<file path="src/rtl/tlb_op_sequencer.sv">
// Sequences CP0 TLB ops (TLBP/TLBR/TLBWI/TLBWR) from MEM into the TLB array, one strobe per op.
// Also owns the CP0 Random register and the post-write refetch flush.
module tlb_op_sequencer #(
   parameter int TLB_LINE_NUM      = 32,
   parameter int LOG2_TLB_LINE_NUM = 5
) (
   input  logic                         clk,
   input  logic                         rst,
   input  logic                         req_valid,
   input  logic [1:0]                   req_op,
   input  logic [31:0]                  req_pc,
   output logic                         req_ready,
   input  logic                         req_kill,
   input  logic [LOG2_TLB_LINE_NUM-1:0] cp0_wired,
   input  logic                         cp0_wired_we,
   output logic [31:0]                  random_out,
   output logic                         tlb_p,
   output logic                         tlb_r,
   output logic                         tlb_wi,
   output logic                         tlb_wr,
   output logic [LOG2_TLB_LINE_NUM-1:0] tlb_wr_index,
   output logic                         cp0_index_we,
   output logic                         cp0_tlbr_we,
   output logic                         stall,
   output logic                         flush,
   output logic [31:0]                  flush_pc,
   output logic                         done
);

   localparam logic [LOG2_TLB_LINE_NUM-1:0] RAND_MAX = LOG2_TLB_LINE_NUM'(TLB_LINE_NUM - 1);

   localparam logic [1:0] OP_TLBP  = 2'b00;
   localparam logic [1:0] OP_TLBR  = 2'b01;
   localparam logic [1:0] OP_TLBWI = 2'b10;
   localparam logic [1:0] OP_TLBWR = 2'b11;

   typedef enum logic [1:0] {
      S_IDLE  = 2'd0,
      S_EXEC  = 2'd1,
      S_FLUSH = 2'd2,
      S_DONE  = 2'd3
   } state_t;

   state_t                         state;
   state_t                         state_nxt;
   logic [1:0]                     op;
   logic [LOG2_TLB_LINE_NUM-1:0]   random;
   logic                           accept;
   logic                           issue;

   assign accept     = (state == S_IDLE) && req_valid && !req_kill;
   // Reset in the EXEC cycle suppresses the strobe so an aborted op never touches the TLB.
   assign issue      = (state == S_EXEC) && !req_kill && !rst;
   assign random_out = {{(32 - LOG2_TLB_LINE_NUM){1'b0}}, random};

   always_ff @(posedge clk) begin
      if (rst) state <= S_IDLE;
      else     state <= state_nxt;
   end

   always_comb begin
      state_nxt = state;
      case (state)
         S_IDLE:  if (accept) state_nxt = S_EXEC;
         S_EXEC: begin
            if (req_kill)    state_nxt = S_IDLE;
            else if (op[1])  state_nxt = S_FLUSH;
            else             state_nxt = S_DONE;
         end
         S_FLUSH: state_nxt = S_IDLE;
         S_DONE:  state_nxt = S_IDLE;
         default: state_nxt = S_IDLE;
      endcase
   end

   always_comb begin
      req_ready    = 1'b0;
      stall        = 1'b0;
      tlb_p        = 1'b0;
      tlb_r        = 1'b0;
      tlb_wi       = 1'b0;
      tlb_wr       = 1'b0;
      cp0_index_we = 1'b0;
      cp0_tlbr_we  = 1'b0;
      flush        = 1'b0;
      done         = 1'b0;
      case (state)
         S_IDLE: begin
            req_ready = 1'b1;
            stall     = req_valid;
         end
         S_EXEC: begin
            stall = !req_kill;
            if (issue) begin
               case (op)
                  OP_TLBP:  begin tlb_p = 1'b1; cp0_index_we = 1'b1; end
                  OP_TLBR:  begin tlb_r = 1'b1; cp0_tlbr_we  = 1'b1; end
                  OP_TLBWI: tlb_wi = 1'b1;
                  OP_TLBWR: tlb_wr = 1'b1;
                  default:  ;
               endcase
            end
         end
         S_FLUSH: begin
            flush = 1'b1;
            done  = 1'b1;
         end
         S_DONE:  done = 1'b1;
         default: ;
      endcase
   end

   // Op, refetch target and the TLBWR index are frozen at accept so later Random motion is harmless.
   always_ff @(posedge clk) begin
      if (rst) begin
         op           <= OP_TLBP;
         flush_pc     <= 32'd0;
         tlb_wr_index <= '0;
      end else if (accept) begin
         op           <= req_op;
         flush_pc     <= req_pc + 32'd4;
         tlb_wr_index <= random;
      end
   end

   always_ff @(posedge clk) begin
      if (rst || cp0_wired_we)      random <= RAND_MAX;
      else if (cp0_wired >= RAND_MAX) random <= RAND_MAX;
      else if (random <= cp0_wired) random <= RAND_MAX;
      else                          random <= random - 1'b1;
   end

endmodule

</file>
<file path="config.mk">
export PLATFORM = sky130hd
export DESIGN_NAME = tlb_op_sequencer
export DESIGN_NICKNAME = d
export VERILOG_FILES = /design/src/rtl/tlb_op_sequencer.sv
export SDC_FILE = /design/constraint.sdc
export NUM_CORES = 1
export LEC_CHECK = 0
export BUFFER_PORTS_ARGS = -buffer_cell sky130_fd_sc_hd__buf_2
export CAP_MARGIN = 25
export CORE_MARGIN = 2
export CORE_UTILIZATION = 52
export CTS_BUF_LIST = sky130_fd_sc_hd__clkbuf_4
export DETAILED_ROUTE_END_ITERATION = 8
export GPL_TIMING_DRIVEN = 0
export HOLD_SLACK_MARGIN = 0.12
export PLACE_DENSITY = 0.95
export SYNTH_ARGS = -nofsm -noshare
export SYNTH_HDL_FRONTEND = slang
export SYNTH_SLANG_ARGS = --single-unit
</file>
<file path="constraint.sdc">
create_clock -name clk -period 5.22 [get_ports clk]
set_clock_uncertainty 0.15 [all_clocks]
set_input_delay 0.261 -clock clk [delete_from_list [all_inputs] [get_ports clk]]
set_output_delay 0.261 -clock clk [all_outputs]
set_load 0.02 [all_outputs]
</file>
==> results of run 1 <==
## timing repair
action,CTS,global route
hold buffers,30,0
endpoints found under the setup margin,0,0
hold endpoints to repair,29,0
## path summary, 6_finish.rpt
kind | from | end | slack (ps) | cells past startpoint
max reg2reg | state[0] | flush_pc[15] | 3150 | 5
max | req_kill | tlb_p | 2780 | 7
min reg2reg | random[0] | random[0] | 290 | 1
min | req_pc[18] | flush_pc[18] | 120 | 3
## per-stage QoR
stage,instances,util,area (um^2)
2_1_floorplan,336,-,2710
3_3_place_gp,498,0.683,3270
3_5_place_dp,498,0.683,3270
4_1_cts,535,0.761,3640
5_1_grt,535,0.761,3640
6_report,535,0.761,3640
## where the power goes
part | leakage, nW | switching, mW | internal [mW] | total, mW
combinational | 1.27 | 0.123 | 0.0858 | 0.209
sequential | 0.378 | 0.0124 | 0.373 | 0.385
clock | 0.0387 | 0.110 | 0.0969 | 0.207
total | 1.69 | 0.245 | 0.555 | 0.801
## cells in the final DEF (no fill, tap or decap), drive strengths merged, types with 2 or more instances in the layout
cell type	instances
buf	127
dfxtp	46
nand2	40
nor2	30
dlygate4sd3	30
conb	27
a211oi	24
xnor2	18
clkbuf	17
a21oi	14
xor2	11
inv	10
nand3	9
nand4	9
nor3	9
ha	7
and4	6
o21ai	6
nor4	5
nand2b	4
and3	3
or3	3
and2	3
nor2b	2
a311oi	2
## worst max-delay path, cell delays in order
cell and delay, ps:
dlygate4sd3_1 540, buf_2 140, nor4b_1 500, nand2b_1 170, nor2_1 150, buf_4 120
buf_2 150
## metal layers
metal	part of all wire	vias to the layer above	global-route usage	wire, um
li1	-	1337	-	-
met1	0.39	1203	0.300	2780
met2	0.52	112	0.445	3700
met3	0.065	20	0.0589	460
met4	0.027	0	0.129	192
met5	0	-	0	0
## sequential cells by signal, indices dropped and copies added, names as in the netlist
signal / cells
tlb_wr_index: 5
random: 5
flush_pc: 32
op: 2
state: 2
## logic make-up (layout without fill, tap and decap cells)
kind of cell,Yosys count,count (layout)
XOR/XNOR,29,29
flip-flops,46,46
adder cells (fa/ha/maj),7,7
AND/OR/NAND/NOR,125,125
other,1,27
AO/OA/AOI/OAI,48,48
buffers and inverters,54,186
## area by class of cell
| type | count | area (um^2) |
|---|---|---|
| buffer | 44 | 289 |
| clock buffer | 5 | 37.5 |
| clock inverter | 2 | 33.8 |
| fill | 334 | 1140 |
| inverter | 10 | 37.5 |
| multi-input combinational | 236 | 1460 |
| sequential | 46 | 921 |
| tap | 67 | 83.8 |
| timing repair buffer | 125 | 776 |
==> results.sh, run 1 <==
export IMPL_status="finished clean"
export IMPL_wire_per_inst_um=13.3
export IMPL_ant_nets=0
export IMPL_drtIter0Drc=95
export IMPL_worstPathArrival_ps=2030
export IMPL_syn_area_um2=2610
export IMPL_ys_ff_latch=46
export IMPL_synth_top_area_cell="dfxtp_1"
export IMPL_min_path_type="input port to register"
export IMPL_synth_fa_ha_area_frac=0.0335
export IMPL_leakagePower_nw=1.69
export IMPL_endpoint_kind="primary output"
export IMPL_finalPower_mw=0.801
export IMPL_yosys_most_used_dff="dfxtp_1"
export IMPL_dieWidth_um=74.9
export IMPL_synth_area_leaders="dfxtp_1, buf_4, xnor2_1, nand2_1, a211oi_1"
export IMPL_worstMarginPinSlew_ps=604
export IMPL_die_h_um=74.9
export IMPL_ys_seq_area_frac=0.352
export IMPL_grt_overflow=0
export IMPL_synth_most_common_cell="dfxtp_1"
export IMPL_post_route_period_util=0.467
export IMPL_antenna_cells=0
export IMPL_via_per_inst=4.99
export IMPL_cts_tree="yes"
export IMPL_yosysTopAreaCellShare=0.352
export IMPL_synthMuxAreaShare=0
export IMPL_cp_required_ps=4810
export IMPL_relSlewSlack=0.595
export IMPL_postCtsSetupRepairBufs=0
export IMPL_synth_async_reset_ratio=0
export IMPL_max_clock_path_buffers=2
export IMPL_h_tree_depth=2
export IMPL_synth_common_cells="dfxtp_1, nand2_1, buf_4, nor2_1, a211oi_1"
export IMPL_rsz0062_at_grt="false"
export IMPL_cts_buffers=5
export IMPL_pre_cts_slack_ps=3180
export IMPL_drc=0
export IMPL_fmax_ghz=0.410
export IMPL_rows=25
export IMPL_syn_to_final_growth_pct=39.4
export IMPL_hpwl_um=5100
export IMPL_yosys_area_share_simple=0.261
export IMPL_dieArea_um2=5610
export IMPL_yosys_area_share_xor_xnor=0.0972
export IMPL_slew_viol_final=0
export IMPL_gp_congestion=0.875
export IMPL_num_vias=2672
export IMPL_setup_ws_ps=2780
export IMPL_clk_pin_slew_worst_paths_ps=140
export IMPL_fin_crit_ps=2440
export IMPL_grt_pass1_wl_um=11000
export IMPL_cp_start_kind="input port"
export IMPL_synth_compound_area_share=0.129
export IMPL_initial_core_util=0.546
export IMPL_whs_ps=125
export IMPL_antenna_found_initial=0
export IMPL_design_core_area_um2=4790
export IMPL_cap_violations=0
export IMPL_totalWireLength_um=7130
export IMPL_layout_drive_gt1_share=0.314
export IMPL_synth_top_family_by_area="simple AND/OR/NAND/NOR gates"
export IMPL_path_class="input port to primary output"
export IMPL_setup_viol=0
export IMPL_root_buffer="clkbuf_4"
export IMPL_hold_viol_final=0
export IMPL_io_pins=123
export IMPL_gr_usage_all_layers=0.258
export IMPL_insertion_delay_ps=350
export IMPL_first_pass_iters=4
export IMPL_synth_edf_count=0
export IMPL_finalNetCount=519
export IMPL_cts_sinks=46
export IMPL_grt_pass1_vias=2503
export IMPL_port_buffers=95
export IMPL_yosysWarnings=0
export IMPL_cts_resized=0
export IMPL_fin_tns_setup_ps=0
export IMPL_p_per_area_nw_per_um2=220
export IMPL_ir_drop_mv=0.140
export IMPL_syn_area_per_cell_um2=8.43
export IMPL_critPathMaxFanout=4
export IMPL_syn_inst=310
export IMPL_grt_start_max_net_pins=14
export IMPL_synth_distinct_cells=35
No activity file was read; power rests on OpenSTA's default activity.
==> run 2, diff against run 1 <==
- CORE_UTILIZATION: 52 -> 44
- PLACE_DENSITY: 0.95 -> 0.89
- clock period: 5.22 -> 2.2 ns (I/O delays scaled with it)
==> results.sh, run 2 (same netlist as run 1, synthesis figures left out) <==
export IMPL_num_vias=2808
export IMPL_cap_violations=0
export IMPL_worstMarginPinSlew_ps=660
export IMPL_use_met2=0.431
export IMPL_grt_pass1_wl_um=11800
export IMPL_final_cell_count_no_fill=568
export IMPL_dieWidth_um=81.1
export IMPL_grt_use_met3=0.0367
export IMPL_critPathMaxFanout=7
export IMPL_p_per_area_nw_per_um2=476
export IMPL_h_tree_depth=2
export IMPL_endpoint_kind="register"
export IMPL_fmax_ghz=0.461
export IMPL_drc=0
export IMPL_hold_viol_final=0
export IMPL_wire_per_inst_um=14.0
export IMPL_root_buffer="clkbuf_4"
export IMPL_largest_reg_flops=32
export IMPL_design_core_area_um2=5820
export IMPL_totalWireLength_um=7930
export IMPL_rows=28
export IMPL_status="finished clean"
export IMPL_gp_congestion=0.949
export IMPL_dp_cells=506
export IMPL_finalPower_mw=1.86
export IMPL_port_buffers=95
export IMPL_gr_usage_all_layers=0.235
export IMPL_grt_busiest_layer="met2"
export IMPL_use_met1=0.266
export IMPL_fin_crit_ps=2170
export IMPL_clk_pin_slew_worst_paths_ps=140
export IMPL_cts_buffers=5
export IMPL_mostFrequentLayoutCell="buf_2"
export IMPL_path_class="input port to register"
export IMPL_first_pass_iters=4
export IMPL_cp_required_ps=2330
export IMPL_grt_pass1_vias=2591
export IMPL_grt_start_max_net_pins=14
export IMPL_regMostFlops="flush_pc"
export IMPL_dieArea_um2=6570
export IMPL_cts_sinks=46
export IMPL_max_clock_path_buffers=2
export IMPL_top_regs="flush_pc: 32 flops, random: 5 flops, tlb_wr_index: 5 flops"
export IMPL_antenna_found_initial=0
export IMPL_relSlewSlack=0.560
export IMPL_grt_overflow=0
export IMPL_cts_tree="yes"
export IMPL_antenna_cells=0
export IMPL_hpwl_um=5040
export IMPL_filler_cell_count=473
export IMPL_leakagePower_nw=1.79
export IMPL_mostFrequentLayoutCells="buf_2, dfxtp_1, dlygate4sd3_1"
export IMPL_setup_viol=0
export IMPL_whs_ps=95.6
export IMPL_via_per_inst=4.94
export IMPL_die_h_um=81.1
export IMPL_slew_viol_final=0
export IMPL_post_route_period_util=0.985
export IMPL_insertion_delay_ps=360
export IMPL_initial_core_util=0.449
export IMPL_ant_nets=0
export IMPL_syn_to_final_growth_pct=49.9
export IMPL_worstPathArrival_ps=2300
export IMPL_drtIter0Drc=97
export IMPL_io_pins=123
export IMPL_min_path_type="input port to register"
export IMPL_cp_start_kind="input port"
export IMPL_layout_drive_gt1_share=0.333
export IMPL_ir_drop_mv=0.306
export IMPL_finalNetCount=543
## run 2: changes by cell type in the layout (fill, tap and decap cells not counted), sizes merged
| cell | delta |
|---|---|
| dlygate4sd3 | +16 |
| buf | +8 |
| bufinv | -1 |
| clkbuf | +1 |
| clkinv | +1 |
## run 2: worst paths after layout
kind,startpoint,endpoint,slack [ps],cells after the start
max,req_pc[15],flush_pc[19],30,9
min,req_pc[7],flush_pc[8],100,4
max reg2reg,state[0],flush_pc[7],180,5
min reg2reg,random[0],random[0],300,1
## run 2: worst max-delay path, stage by stage
cell	delay, ps
dlygate4sd3_1	530
buf_2	120
and2_4	150
nand4_4	120
buf_12	180
nor3_4	190
xnor2_1	90
dlygate4sd3_1	570
a211oi_1	240
## run 2: area by class of cell
cell class	instances	area, um^2	area share
Buffer	44	302	0.0770
Clock buffer	6	45.0	0.0115
Clock inverter	2	8.76	0.00224
Inverter	10	37.5	0.00958
Multi-Input combinational cell	236	1510	0.385
Sequential cell	46	921	0.235
Tap cell	75	93.8	0.0240
Timing Repair Buffer	149	1000	0.256
## run 2: what timing repair did
item | CTS | global route
endpoints found under the setup margin | 0 | 15
gates resized for setup | 0 | 16
buffers inserted | 0 | 8
hold buffers | 47 | 0
hold endpoints to repair | 42 | 0
## run 2: power breakdown
| part | leakage (nW) | internal [mW] | switching [mW] |
|---|---|---|---|
| Combinational | 1.38 | 0.231 | 0.307 |
| Sequential | 0.378 | 0.884 | 0.0279 |
| Clock | 0.0331 | 0.133 | 0.279 |
| Total | 1.79 | 1.25 | 0.614 |
## run 2: per-layer routing
| layer | routed length [um] | vias up |
|---|---|---|
| li1 | - | 1374 |
| met4 | 180 | 0 |
| met3 | 444 | 16 |
| met2 | 4180 | 113 |
| met1 | 3120 | 1305 |
| met5 | 0 | - |
## run 2: per-stage QoR
step | area, um^2 | utilization | TNS, ps | setup slack, ps
floorplan | 2710 | - | 0 | 315
global placement | 3280 | 0.564 | 0 | 223
detailed placement | 3280 | 0.564 | 0 | 174
CTS | 3800 | 0.654 | 0 | 0.0946
global route | 3920 | 0.673 | -1.09 | -1.09
finish | 3920 | 0.673 | 0 | 31.9
==> run 3, diff against run 2 <==
- CORE_ASPECT_RATIO: not set -> 1.25
- CORE_UTILIZATION: 44 -> 42
- CTS_BUF_LIST: sky130_fd_sc_hd__clkbuf_4 -> sky130_fd_sc_hd__clkbuf_16
- PLACE_DENSITY: 0.89 -> 0.86
==> results.sh, run 3 (same netlist as run 1, synthesis figures left out) <==
export IMPL_setup_viol=0
export IMPL_rows=32
export IMPL_fin_crit_ps=2130
export IMPL_cp_required_ps=2240
export IMPL_initial_core_util=0.429
export IMPL_mostFrequentLayoutCells="buf_2, dfxtp_1, nand2_1"
export IMPL_max_clock_path_buffers=2
export IMPL_root_buffer="clkbuf_16"
export IMPL_cts_sinks=46
export IMPL_hpwl_um=4950
export IMPL_insertion_delay_ps=280
export IMPL_first_pass_iters=4
export IMPL_cts_tree="yes"
export IMPL_critPathMaxFanout=7
export IMPL_finalNetCount=530
export IMPL_via_per_inst=4.75
export IMPL_port_buffers=95
export IMPL_grt_start_max_net_pins=15
export IMPL_regMostFlops="flush_pc"
export IMPL_mostFrequentLayoutCell="buf_2"
export IMPL_largest_reg_flops=32
export IMPL_ir_drop_mv=0.377
export IMPL_hold_viol_final=0
export IMPL_relSlewSlack=0.601
export IMPL_path_class="input port to register"
export IMPL_fin_tns_setup_ps=0
export IMPL_worstMarginPinSlew_ps=598
export IMPL_endpoint_kind="register"
export IMPL_cts_buffers=5
export IMPL_die_h_um=92.2
export IMPL_wire_per_inst_um=12.6
export IMPL_leakagePower_nw=1.77
export IMPL_design_core_area_um2=6090
export IMPL_top_regs="flush_pc: 32 flops, random: 5 flops, tlb_wr_index: 5 flops"
export IMPL_layout_drive_gt1_share=0.321
export IMPL_whs_ps=139
export IMPL_num_vias=2686
export IMPL_worstPathArrival_ps=2170
export IMPL_status="finished clean"
export IMPL_io_pins=123
export IMPL_grt_pass1_vias=2608
export IMPL_dieArea_um2=6870
export IMPL_dieWidth_um=74.5
export IMPL_grt_overflow=0
export IMPL_drtIter0Drc=109
export IMPL_rsz0062_at_grt="false"
export IMPL_fmax_ghz=0.470
export IMPL_antenna_found_initial=0
export IMPL_grt_pass1_wl_um=11500
export IMPL_post_route_period_util=0.967
export IMPL_gp_congestion=0.913
export IMPL_cap_violations=0
export IMPL_syn_to_final_growth_pct=48.2
export IMPL_clk_pin_slew_worst_paths_ps=60
export IMPL_ant_nets=0
export IMPL_cp_start_kind="input port"
export IMPL_h_tree_depth=2
export IMPL_min_path_type="input port to register"
export IMPL_p_per_area_nw_per_um2=553
export IMPL_totalWireLength_um=7090
export IMPL_drc=0
export IMPL_slew_viol_final=0
export IMPL_antenna_cells=0
export IMPL_gr_usage_all_layers=0.209
==> run 3: cell type report <==
cell class                      instances  area (um^2)
Clock buffer                            5          125
Inverter                               10         37.5
Fill cell                             538         2210
Clock inverter                          3         16.3
Buffer                                 44          298
Tap cell                               85          106
Timing Repair Buffer                  136          881
Multi-Input combinational cell        236         1490
Sequential cell                        46          921
==> run 3: timing repair <==
action | CTS | global route
hold buffers | 39 | 0
setup endpoints to repair | 0 | 14
buffers inserted | 0 | 2
hold endpoints to repair | 41 | 0
gates resized for setup | 0 | 7
==> run 3: worst max-delay path, cell delays in order <==
cell           delay (ps)
buf_2                 110
dlygate4sd3_1         570
ha_1                  210
and3_1                170
buf_4                 160
nand4_1               100
buf_4                 170
or3_1                 310
a311oi_1              250
==> run 3: report_power, final <==
group | internal (mW) | leakage, nW | switching (mW)
clock network | 0.415 | 0.0672 | 0.305
registers | 0.885 | 0.378 | 0.0282
logic | 0.216 | 1.32 | 0.294
==> run 3: metrics by stage <==
stage	total power, mW	setup slack [ps]	cell area (um^2)	cells	utilization
2_1_floorplan	1.22	315	2710	336	-
3_3_place_gp	1.37	205	3290	516	0.541
3_5_place_dp	1.38	184	3290	516	0.541
4_1_cts	2.14	21.8	3820	563	0.628
5_1_grt	2.24	1.93	3870	565	0.636
6_report	2.14	72.8	3870	565	0.636
==> run 3: worst paths after layout <==
kind / slack [ps] / start / cells past startpoint / endpoint
setup / recovery: 70 / req_pc[3] / 9 / flush_pc[24]
hold / removal: 140 / req_pc[14] / 4 / flush_pc[15]
setup reg to reg: 200 / state[0] / 5 / flush_pc[31]
hold reg to reg: 280 / random[0] / 1 / random[0]
==> run 3: metal layers <==
metal / track usage / vias up / part of all wire
met5: 0 / - / 0
met4: 0.0848 / 0 / 0.030
met3: 0.0264 / 20 / 0.052
met2: 0.371 / 97 / 0.50
met1: 0.245 / 1213 / 0.42
li1: - / 1356 / -
